<file path="src/rtl/mem_word_seq_if.sv">
// ---------------------------------------------------------------------------
// mem_word_seq_if
//
// Purpose:
//   Bundles the word-request handshake, the completion response and the
//   byte-wide memory port of mem_word_seq into one interface.
//
// Signals:
//   req_valid / req_ready        request handshake (accepted when both high)
//   req_write                    1 = word write, 0 = word read
//   req_addr   [ADDR_BITS-1:0]   byte address of byte 0 of the word
//   req_wdata  [8*NBYTES-1:0]    write data, byte i = bits [8i+7:8i]
//   resp_valid                   one-cycle completion pulse
//   resp_rdata [8*NBYTES-1:0]    assembled word, byte i from base+i
//   mem_en / mem_write           byte-memory enable and write strobe
//   mem_adr    [ADDR_BITS-1:0]   byte-memory address
//   mem_wdata  [7:0]             byte-memory write data
//   mem_rdata  [7:0]             byte-memory read data (pre-write contents)
//
// Modports:
//   slave  - the sequencer itself
//   master - the environment: requester plus byte memory
// ---------------------------------------------------------------------------
interface mem_word_seq_if #(
    parameter int ADDR_BITS = 8,
    parameter int NBYTES    = 4
);
    logic                   req_valid;
    logic                   req_ready;
    logic                   req_write;
    logic [ADDR_BITS-1:0]   req_addr;
    logic [8*NBYTES-1:0]    req_wdata;

    logic                   resp_valid;
    logic [8*NBYTES-1:0]    resp_rdata;

    logic                   mem_en;
    logic                   mem_write;
    logic [ADDR_BITS-1:0]   mem_adr;
    logic [7:0]             mem_wdata;
    logic [7:0]             mem_rdata;

    modport slave (
        input  req_valid,
        input  req_write,
        input  req_addr,
        input  req_wdata,
        output req_ready,
        output resp_valid,
        output resp_rdata,
        output mem_en,
        output mem_write,
        output mem_adr,
        output mem_wdata,
        input  mem_rdata
    );

    modport master (
        output req_valid,
        output req_write,
        output req_addr,
        output req_wdata,
        input  req_ready,
        input  resp_valid,
        input  resp_rdata,
        input  mem_en,
        input  mem_write,
        input  mem_adr,
        input  mem_wdata,
        output mem_rdata
    );
endinterface

</file>
<file path="src/rtl/mem_word_seq.sv">
// ---------------------------------------------------------------------------
// mem_word_seq
//
// Purpose:
//   Turns a single word request (read or write of NBYTES bytes at an
//   arbitrary, unaligned byte address) into NBYTES back-to-back accesses on
//   a byte-wide memory, one byte per clock. Every transfer also collects the
//   bytes the memory returns, so a write reports the word it overwrote.
//
// Ports:
//   clk      rising-edge clock for all state
//   reset_n  asynchronous, active-low reset
//   bus      mem_word_seq_if.slave: request handshake, response, memory port
//
// Timing (acceptance on rising edge T):
//   cycles T .. T+NBYTES-1   memory port active, one byte per cycle
//   cycle after T+NBYTES     resp_valid pulse (RESP)
//   cycle after T+NBYTES+1   back in IDLE, req_ready high again
// ---------------------------------------------------------------------------
module mem_word_seq #(
    parameter int ADDR_BITS = 8,
    parameter int NBYTES    = 4
) (
    input  logic            clk,
    input  logic            reset_n,
    mem_word_seq_if.slave   bus
);
    localparam int WBITS = 8 * NBYTES;

    typedef enum logic [1:0] {
        IDLE = 2'd0,
        XFER = 2'd1,
        RESP = 2'd2
    } state_t;

    state_t                 state_q;
    logic [2:0]             idx_q;
    logic [ADDR_BITS-1:0]   base_q;
    logic [WBITS-1:0]       wdata_q;

    logic                   ready_q;
    logic                   resp_valid_q;
    logic [WBITS-1:0]       resp_rdata_q;

    logic                   mem_en_q;
    logic                   mem_write_q;
    logic [ADDR_BITS-1:0]   mem_adr_q;
    logic [7:0]             mem_wdata_q;

    logic                   last_byte;
    logic [2:0]             idx_d;

    assign last_byte = (idx_q == 3'(NBYTES - 1));
    assign idx_d     = idx_q + 3'd1;

    // Controller and all outputs live in one registered process so that the
    // memory port and the handshake never see combinational glitches.
    // wdata_q holds the bytes not yet driven, shifted down one byte per
    // cycle, so the next write byte is always in its low 8 bits. The
    // address is recomputed from the stored base so it wraps naturally at
    // 2^ADDR_BITS. The read word is assembled byte by byte in place, which
    // leaves the previous word visible until the first new byte lands.
    always_ff @(posedge clk or negedge reset_n) begin
        if (!reset_n) begin
            state_q      <= IDLE;
            idx_q        <= 3'd0;
            base_q       <= '0;
            wdata_q      <= '0;
            ready_q      <= 1'b1;
            resp_valid_q <= 1'b0;
            resp_rdata_q <= '0;
            mem_en_q     <= 1'b0;
            mem_write_q  <= 1'b0;
            mem_adr_q    <= '0;
            mem_wdata_q  <= 8'h00;
        end else begin
            case (state_q)
                IDLE: begin
                    if (bus.req_valid) begin
                        state_q     <= XFER;
                        ready_q     <= 1'b0;
                        idx_q       <= 3'd0;
                        base_q      <= bus.req_addr;
                        wdata_q     <= bus.req_wdata >> 8;
                        mem_en_q    <= 1'b1;
                        mem_write_q <= bus.req_write;
                        mem_adr_q   <= bus.req_addr;
                        mem_wdata_q <= bus.req_wdata[7:0];
                    end
                end

                XFER: begin
                    resp_rdata_q[8*idx_q +: 8] <= bus.mem_rdata;
                    if (last_byte) begin
                        state_q      <= RESP;
                        idx_q        <= 3'd0;
                        resp_valid_q <= 1'b1;
                        mem_en_q     <= 1'b0;
                        mem_write_q  <= 1'b0;
                        mem_adr_q    <= '0;
                        mem_wdata_q  <= 8'h00;
                    end else begin
                        idx_q       <= idx_d;
                        mem_adr_q   <= base_q + ADDR_BITS'(idx_d);
                        mem_wdata_q <= wdata_q[7:0];
                        wdata_q     <= wdata_q >> 8;
                    end
                end

                RESP: begin
                    state_q      <= IDLE;
                    resp_valid_q <= 1'b0;
                    ready_q      <= 1'b1;
                end

                default: begin
                    state_q      <= IDLE;
                    idx_q        <= 3'd0;
                    ready_q      <= 1'b1;
                    resp_valid_q <= 1'b0;
                    mem_en_q     <= 1'b0;
                    mem_write_q  <= 1'b0;
                    mem_adr_q    <= '0;
                    mem_wdata_q  <= 8'h00;
                end
            endcase
        end
    end

    assign bus.req_ready  = ready_q;
    assign bus.resp_valid = resp_valid_q;
    assign bus.resp_rdata = resp_rdata_q;
    assign bus.mem_en     = mem_en_q;
    assign bus.mem_write  = mem_write_q;
    assign bus.mem_adr    = mem_adr_q;
    assign bus.mem_wdata  = mem_wdata_q;

endmodule

</file>
<file path="src/flat_wrapper.sv">
// flat-port wrapper written by rule: the top's interface ports become plain ports
module mem_word_seq_flat 
#(
    parameter int ADDR_BITS = 8,
    parameter int NBYTES    = 4
)
  (clk, reset_n, bus_req_valid, bus_req_write, bus_req_addr, bus_req_wdata, bus_req_ready, bus_resp_valid, bus_resp_rdata, bus_mem_en, bus_mem_write, bus_mem_adr, bus_mem_wdata, bus_mem_rdata);
  mem_word_seq_if #(.ADDR_BITS(ADDR_BITS), .NBYTES(NBYTES)) bus_i ();
  input  logic clk;
  input  logic reset_n;
  input wire logic [$bits(bus_i.req_valid)-1:0] bus_req_valid;
  input wire logic [$bits(bus_i.req_write)-1:0] bus_req_write;
  input wire logic [$bits(bus_i.req_addr)-1:0] bus_req_addr;
  input wire logic [$bits(bus_i.req_wdata)-1:0] bus_req_wdata;
  output wire logic [$bits(bus_i.req_ready)-1:0] bus_req_ready;
  output wire logic [$bits(bus_i.resp_valid)-1:0] bus_resp_valid;
  output wire logic [$bits(bus_i.resp_rdata)-1:0] bus_resp_rdata;
  output wire logic [$bits(bus_i.mem_en)-1:0] bus_mem_en;
  output wire logic [$bits(bus_i.mem_write)-1:0] bus_mem_write;
  output wire logic [$bits(bus_i.mem_adr)-1:0] bus_mem_adr;
  output wire logic [$bits(bus_i.mem_wdata)-1:0] bus_mem_wdata;
  input wire logic [$bits(bus_i.mem_rdata)-1:0] bus_mem_rdata;
  assign bus_i.req_valid = bus_req_valid;
  assign bus_i.req_write = bus_req_write;
  assign bus_i.req_addr = bus_req_addr;
  assign bus_i.req_wdata = bus_req_wdata;
  assign bus_req_ready = bus_i.req_ready;
  assign bus_resp_valid = bus_i.resp_valid;
  assign bus_resp_rdata = bus_i.resp_rdata;
  assign bus_mem_en = bus_i.mem_en;
  assign bus_mem_write = bus_i.mem_write;
  assign bus_mem_adr = bus_i.mem_adr;
  assign bus_mem_wdata = bus_i.mem_wdata;
  assign bus_i.mem_rdata = bus_mem_rdata;
  mem_word_seq #(.ADDR_BITS(ADDR_BITS), .NBYTES(NBYTES)) u_core (.clk(clk), .reset_n(reset_n), .bus(bus_i));
endmodule
</file>
<file path="config.mk">
export PLATFORM = sky130hd
export DESIGN_NAME = mem_word_seq_flat
export DESIGN_NICKNAME = d
export VERILOG_FILES = /design/src/rtl/mem_word_seq_if.sv /design/src/rtl/mem_word_seq.sv /design/src/flat_wrapper.sv
export SDC_FILE = /design/constraint.sdc
export NUM_CORES = 1
export LEC_CHECK = 0
export ABC_AREA = 1
export CELL_PAD_IN_SITES_DETAIL_PLACEMENT = 0
export CELL_PAD_IN_SITES_GLOBAL_PLACEMENT = 1
export CORE_ASPECT_RATIO = 0.5
export CORE_MARGIN = 10
export CORE_UTILIZATION = 36
export DETAILED_ROUTE_END_ITERATION = 12
export GPL_ROUTABILITY_DRIVEN = 0
export GPL_TIMING_DRIVEN = 0
export HOLD_SLACK_MARGIN = 0.06
export PLACE_DENSITY_LB_ADDON = 0.1
export SKIP_LAST_GASP = 1
export SYNTH_ARGS = -nofsm -noshare
export SYNTH_HDL_FRONTEND = slang
export SYNTH_SLANG_ARGS = --single-unit
</file>
<file path="constraint.sdc">
create_clock -name clk -period 3.3 [get_ports clk]
set_clock_uncertainty 0.1 [all_clocks]
set_input_delay 0.495 -clock clk [delete_from_list [all_inputs] [get_ports clk]]
set_output_delay 0.495 -clock clk [all_outputs]
set_load 0.02 [all_outputs]
</file>
==> impl_metrics.csv, run 1 <==
group,metric,value,unit
cells_and_area,drive_above_1_share,0.0840,
grt,grt_pass1_wl,18.5,mm
power_and_ir_drop,powerDensity,1080,nW/um^2
power_and_ir_drop,power_frac_seq,0.306,
clock_tree,post_cts_buffers,0,
grt,grt_pass1_vias,3626,
floorplanning,die_h,95.6,microns
worst_setup_path,worstPathMaxFanout,10,
clock_tree,cts_sinks,89,
logic_synthesis,synth_edf_count,0,
detailed_routing,vias,3532,
floorplanning,die_area,16400,sq um
worst_setup_path,worstPathRequired,3.48,ns
worst_setup_path,cp-startpoint,"u_core.idx_q[0]$_DFFE_PN0P_",
logic_synthesis,syn_area_per_cell,8.65,sq um
clock_tree,postCtsHoldBufs,0,
timing,worst_slew_pin_slew,0.684,ns
logic_synthesis,ys_types,30,
cells_and_area,diodes,0,
timing,rsz0062_at_grt,"false",
detailed_routing,ant_nets,0,
clock_tree,clock_latency,0.33,ns
grt,antenna_found_initial,0,
timing,slew_viol_final,0,
logic_synthesis,synthArstFlopShare,1.00,
clock_tree,cts_root_buffer,"clkbuf_16",
timing,finalSetupViolations,0,
cells_and_area,area_growth,38.0,%
worst_setup_path,arrival,3.15,ns
power_and_ir_drop,cellInternalPower,3.54,mW
cells_and_area,nFillCells,1086,
detailed_routing,drc_errors,0,
worst_setup_path,r2r_end,"u_core.bus.mem_adr[6]$_DFFE_PN0P_",
timing,fin_crit_sh,0.902,
floorplanning,start_util,0.371,
detailed_routing,routed_via_density,4.77,
worst_setup_path,r2r_start,"u_core.idx_q[0]$_DFFE_PN0P_",
worst_setup_path,cp-end-kind,"register",
power_and_ir_drop,ir_drop,0.376,mV
cells_and_area,fin_nets,651,
timing,timing.slew.headroom,0.544,
placement,post-place-cells,724,
logic_synthesis,synth-main-ff-cell,"dfrtp_1",
logic_synthesis,yosysSeqAreaShare,0.542,
detailed_routing,post_drt_wl_per_cell,15.5,microns
logic_synthesis,synth_common_cells,"149 x nand2_1, 88 x dfrtp_1, 40 x inv_1, 40 x o21ai_0, 32 x o21ai_1",
logic_synthesis,netlist.area_leader.share,0.536,
logic_synthesis,synth_most_common_cell,"nand2_1",
cells_and_area,instances_no_fill,740,
logic_synthesis,syn_nets,536,
grt,track_usage,0.142,
floorplanning,num_rows,27,
logic_synthesis,synth.largest_area_cell,"dfrtp_1",
logic_synthesis,ys_ff_latch,89,
detailed_routing,drtIter0Drc,233,
worst_setup_path,r2r_cells,11,
clock_tree,post_cts_resized,0,
worst_setup_path,crit_type,"register to register",
clock_tree,cts_tree,"yes",
cells_and_area,ff_latch_area,2230,sq um
power_and_ir_drop,power,6.10,mW
placement,io_buffers,103,
clock_tree,path_clk_slew,0.06,ns
worst_setup_path,endpoint,"u_core.bus.mem_adr[6]$_DFFE_PN0P_",
grt,grt_start_max_net_pins,53,
logic_synthesis,syn-instance-count,475,
clock_tree,cts_buffers,9,
status,outcome,"complete, no violations",
min_path,hold_path.class,"input port to asynchronous set/reset pin",
placement,dp_hpwl,8.79,mm
clock_tree,h-tree-depth,3,
power_and_ir_drop,pwr-share-clk,0.184,
timing,hold_violations,0,
logic_synthesis,synth_area,4110,sq um
detailed_routing,dr.pass1.iters,6,
timing,period_needed,2.98,ns
worst_setup_path,rrSetupSlack,0.32,ns
worst_setup_path,cp-start-kind,"register",
timing,max_freq,0.336,GHz
power_and_ir_drop,switchingPower,2.56,mW
floorplanning,io_pins,104,
power_and_ir_drop,p_leak,2.63,nW
cells_and_area,multi_input_area,1610,sq um
floorplanning,core,11100,sq um
clock_tree,clk_path_buf_depth,2,
power_and_ir_drop,switching_share,0.419,
floorplanning,die_w,171,microns
logic_synthesis,netlist_top_cells_area,"dfrtp_1 54%, nand2_1 14%, o21ai_0 4.9%",
run,cap_violations,0,
detailed_routing,drt-total-wl,11.5,mm
grt,grt_overflow,0,
logic_synthesis,yosys_warnings,0,
power_and_ir_drop,power_frac_comb,0.509,
stage by stage:
| step | cell area [sq um] | hold WS, ns | TNS, ns | utilization | setup WS, ns |
|---|---|---|---|---|---|
| after CTS | 5670 | 0.123 | 0 | 0.512 | 0.334 |
| after global placement | 5320 | 0.355 | -163.11 | 0.480 | -1.85 |
| after global routing | 5670 | 0.147 | 0 | 0.512 | 0.0692 |
| after detailed placement | 5340 | 0.358 | 0 | 0.482 | 0.357 |
| final | 5670 | 0.0964 | 0 | 0.512 | 0.323 |
| after floorplan | 4110 | 0.0994 | 0 | - | 0.832 |
power groups by stage:
stage               clock network [mW]  logic, mW  registers, mW
floorplan                            0       1.59           2.21
global placement                     0       3.12           1.88
detailed placement                   0       3.16           1.89
CTS                               1.15       3.17           1.87
global route                      1.19       3.50           1.93
finish                            1.12       3.11           1.87
state kept, by name, summed over array words and instances, names as in the netlist:
name	count
u_core.bus.req_ready	1
u_core.base_q	8
u_core.state_q	2
u_core.idx_q	3
u_core.bus.mem_write	1
u_core.bus.mem_adr	8
u_core.bus.resp_rdata	32
u_core.bus.resp_valid	1
u_core.bus.mem_wdata	8
u_core.bus.mem_en	1
u_core.wdata_q	24
cell usage in the layout (no fill, tap or decap), drive strengths merged, types with 11 or more instances in the layout:
master         Yosys  final
nand2            150    150
dfrtp             88     88
clkbuf             4     16
a21oi             11     11
inv               47     47
clkdlybuf4s50      0    102
o211ai            16     16
buf               14     16
nand3             28     28
o21ai             72     72
nor2              25     25
layer usage:
metal / wire (microns) / global-route usage / part of all wire / up-vias
li1: - / - / - / 1773
met1: 5610 / 0.183 / 0.49 / 1660
met2: 5120 / 0.229 / 0.44 / 86
met3: 692 / 0.0462 / 0.060 / 13
met4: 80 / 0.0309 / 0.0070 / 0
met5: 0 / 0 / 0 / -
logic make-up after synthesis:
group | after synthesis | share of synthesized area
buffers and inverters | 66 | 0.0673
xor gates and xnor gates | 1 | 0.00213
and+or+nand+nor | 206 | 0.221
AOI/OAI and AO/OA | 104 | 0.138
DFF | 89 | 0.542
adders and majority gates | 9 | 0.0292
critical path, cell delays in order, from the launching register on:
cell and delay (ns):
dfrtp_1 0.45, inv_2 0.11, ha_1 0.36, buf_2 0.24, inv_2 0.07, buf_6 0.14
fa_1 0.45, o21ai_0 0.39, a21oi_1 0.11, o21ai_0 0.33, nand2_1 0.09, nand2_1 0.07
final cells by class:
type | count | area share
Buffer | 18 | 0.0170
Clock buffer | 12 | 0.0452
Clock inverter | 4 | 0.0132
Inverter | 48 | 0.0318
Multi-Input combinational cell | 320 | 0.283
Sequential cell | 89 | 0.393
Tap cell | 145 | 0.0320
Timing Repair Buffer | 104 | 0.185
how the worst min path moves through the flow:
stage / start / to / slack [ns] / cells past startpoint
after floorplan: reset_n / u_core.base_q[0]$_DFFE_PN0P_ / 0.1 / 0
after CTS: reset_n / u_core.bus.resp_rdata[30]$_DFFE_PN0P_ / 0.12 / 1
after global placement: u_core.bus.mem_en$_DFFE_PN0P_ / u_core.bus.mem_en$_DFFE_PN0P_ / 0.36 / 2
after global routing: reset_n / u_core.bus.resp_rdata[6]$_DFFE_PN0P_ / 0.15 / 1
after detailed placement: u_core.bus.mem_en$_DFFE_PN0P_ / u_core.bus.mem_en$_DFFE_PN0P_ / 0.36 / 2
final: reset_n / u_core.bus.resp_rdata[30]$_DFFE_PN0P_ / 0.1 / 1
No activity file was read; power rests on OpenSTA's default activity.
==> run 2: changes to the inputs <==
--- a/config.mk
+++ b/config.mk
@@ -12,9 +12,9 @@
 export CORE_MARGIN = 10
 export CORE_UTILIZATION = 36
 export DETAILED_ROUTE_END_ITERATION = 12
-export GPL_ROUTABILITY_DRIVEN = 0
 export GPL_TIMING_DRIVEN = 0
 export HOLD_SLACK_MARGIN = 0.06
+export MAX_ROUTING_LAYER = met4
 export PLACE_DENSITY_LB_ADDON = 0.1
 export SKIP_LAST_GASP = 1
 export SYNTH_ARGS = -nofsm -noshare
==> impl_metrics.csv, run 2 (same netlist as run 1, synthesis figures left out) <==
group,metric,value,unit
timing,fin_ws,0.330,ns
timing,fin_crit_sh,0.900,
cells_and_area,drive_above_1_share,0.0840,
worst_setup_path,cp-start-kind,"register",
grt,grt_start_max_net_pins,53,
power_and_ir_drop,switching_share,0.419,
clock_tree,clk_path_buf_depth,2,
grt,grt_pass1_wl,18.5,mm
clock_tree,cts_tree,"yes",
grt,track_usage,0.146,
power_and_ir_drop,powerDensity,1080,nW/um^2
detailed_routing,routed_via_density,4.76,
power_and_ir_drop,power_frac_comb,0.509,
clock_tree,h-tree-depth,3,
clock_tree,cts_buffers,9,
floorplanning,core,11100,sq um
power_and_ir_drop,cellInternalPower,3.54,mW
grt,grt_overflow,0,
floorplanning,die_w,171,microns
timing,slew_viol_final,0,
clock_tree,clock_latency,0.33,ns
worst_setup_path,r2r_cells,11,
power_and_ir_drop,power_frac_seq,0.307,
clock_tree,post_cts_buffers,0,
placement,placed_cell_area,5340,sq um
detailed_routing,vias,3519,
clock_tree,path_clk_slew,0.06,ns
clock_tree,cts_sinks,89,
detailed_routing,drt-total-wl,11.5,mm
placement,io_buffers,103,
cells_and_area,diodes,0,
floorplanning,die_area,16400,sq um
detailed_routing,ant_nets,0,
power_and_ir_drop,pwr-share-clk,0.184,
grt,antenna_found_initial,0,
clock_tree,post_cts_resized,0,
worst_setup_path,worstPathMaxFanout,10,
clock_tree,cts_root_buffer,"clkbuf_16",
cells_and_area,final_cell_area,5670,sq um
power_and_ir_drop,ir_drop,0.376,mV
power_and_ir_drop,switchingPower,2.55,mW
floorplanning,start_util,0.371,
detailed_routing,drc_errors,0,
detailed_routing,drtIter0Drc,222,
cells_and_area,area_growth,38.0,%
power_and_ir_drop,p_leak,2.63,nW
timing,timing.slew.headroom,0.544,
cells_and_area,layout_common_cells,"149 x nand2_1, 102 x clkdlybuf4s50_1, 88 x dfrtp_1",
detailed_routing,dr.pass1.iters,7,
run,cap_violations,0,
placement,routabilityCongestion,0.828,
worst_setup_path,arrival,3.15,ns
worst_setup_path,worstPathRequired,3.48,ns
worst_setup_path,crit_type,"register to register",
timing,finalSetupViolations,0,
worst_setup_path,endpoint,"u_core.bus.mem_adr[6]$_DFFE_PN0P_",
timing,hold_violations,0,
timing,period_needed,2.97,ns
timing,rsz0062_at_grt,"false",
worst_setup_path,cp-end-kind,"register",
cells_and_area,utilization,0.512,
grt,grt_pass1_vias,3631,
worst_setup_path,rrSetupSlack,0.33,ns
clock_tree,postCtsHoldBufs,0,
worst_setup_path,r2r_start,"u_core.idx_q[0]$_DFFE_PN0P_",
timing,worst_slew_pin_slew,0.683,ns
worst_setup_path,r2r_end,"u_core.bus.mem_adr[6]$_DFFE_PN0P_",
min_path,hold_path.class,"input port to asynchronous set/reset pin",
cells_and_area,fin_nets,651,
placement,pre_cts_slack,0.357,ns
floorplanning,io_pins,104,
status,outcome,"complete, no violations",
detailed_routing,post_drt_wl_per_cell,15.5,microns
floorplanning,num_rows,27,
worst_setup_path,cp-startpoint,"u_core.idx_q[0]$_DFFE_PN0P_",
cells_and_area,largest_reg_flops,32,
placement,dp_hpwl,8.79,mm
timing,max_freq,0.337,GHz
cells_and_area,final_common_cell,"nand2_1",
floorplanning,die_h,95.6,microns
==> run 2: how the worst min path moves through the flow <==
| stage | from | to | slack [ns] |
|---|---|---|---|
| 2_1_floorplan | reset_n | u_core.base_q[0]$_DFFE_PN0P_ | 0.1 |
| 3_3_place_gp | u_core.bus.mem_en$_DFFE_PN0P_ | u_core.bus.mem_en$_DFFE_PN0P_ | 0.36 |
| 3_5_place_dp | u_core.bus.mem_en$_DFFE_PN0P_ | u_core.bus.mem_en$_DFFE_PN0P_ | 0.36 |
| 4_1_cts | reset_n | u_core.bus.resp_rdata[30]$_DFFE_PN0P_ | 0.12 |
| 5_1_grt | reset_n | u_core.bus.resp_rdata[6]$_DFFE_PN0P_ | 0.15 |
| 6_report | reset_n | u_core.bus.resp_rdata[30]$_DFFE_PN0P_ | 0.09 |
==> run 2: worst max-delay path, stage by stage, from the launching register on <==
cell	delay (ns)
dfrtp_1	0.45
inv_2	0.11
ha_1	0.36
buf_2	0.23
inv_2	0.07
buf_6	0.14
fa_1	0.45
o21ai_0	0.39
a21oi_1	0.11
o21ai_0	0.33
nand2_1	0.09
nand2_1	0.07
==> run 2: cell type report <==
type,count,area (sq um)
fillers,1086,5410
flip-flops and latches,89,2230
multi-input cells,320,1610
repair buffers,104,1050
clock buffers,12,256
well taps,145,181
inverters,48,180
plain buffers,18,96.3
clock inverters,4,75.1
==> run 2: through the flow <==
step | hold WS [ns] | cells | power [mW] | setup TNS [ns]
floorplan | 0.0994 | 475 | 3.81 | 0
global placement | 0.355 | 723 | 5.00 | -163.11
detailed placement | 0.358 | 724 | 5.04 | 0
CTS | 0.123 | 740 | 6.19 | 0
global route | 0.147 | 740 | 6.62 | 0
finish | 0.0949 | 740 | 6.10 | 0
==> run 2: power groups by stage <==
| stage | Clock [mW] | Sequential, mW | Combinational, mW |
|---|---|---|---|
| 2_1_floorplan | 0 | 2.21 | 1.59 |
| 3_3_place_gp | 0 | 1.88 | 3.12 |
| 3_5_place_dp | 0 | 1.89 | 3.16 |
| 4_1_cts | 1.15 | 1.87 | 3.17 |
| 5_1_grt | 1.20 | 1.93 | 3.50 |
| 6_report | 1.12 | 1.87 | 3.10 |
==> run 2: layer usage <==
metal / global-route usage / wire, microns / part of all wire / vias to the layer above
met2: 0.230 / 5110 / 0.44 / 86
met4: 0.0309 / 76 / 0.0066 / 0
met5: - / 0 / 0 / -
met3: 0.0383 / 569 / 0.049 / 10
li1: - / - / - / 1770
met1: 0.188 / 5750 / 0.50 / 1653
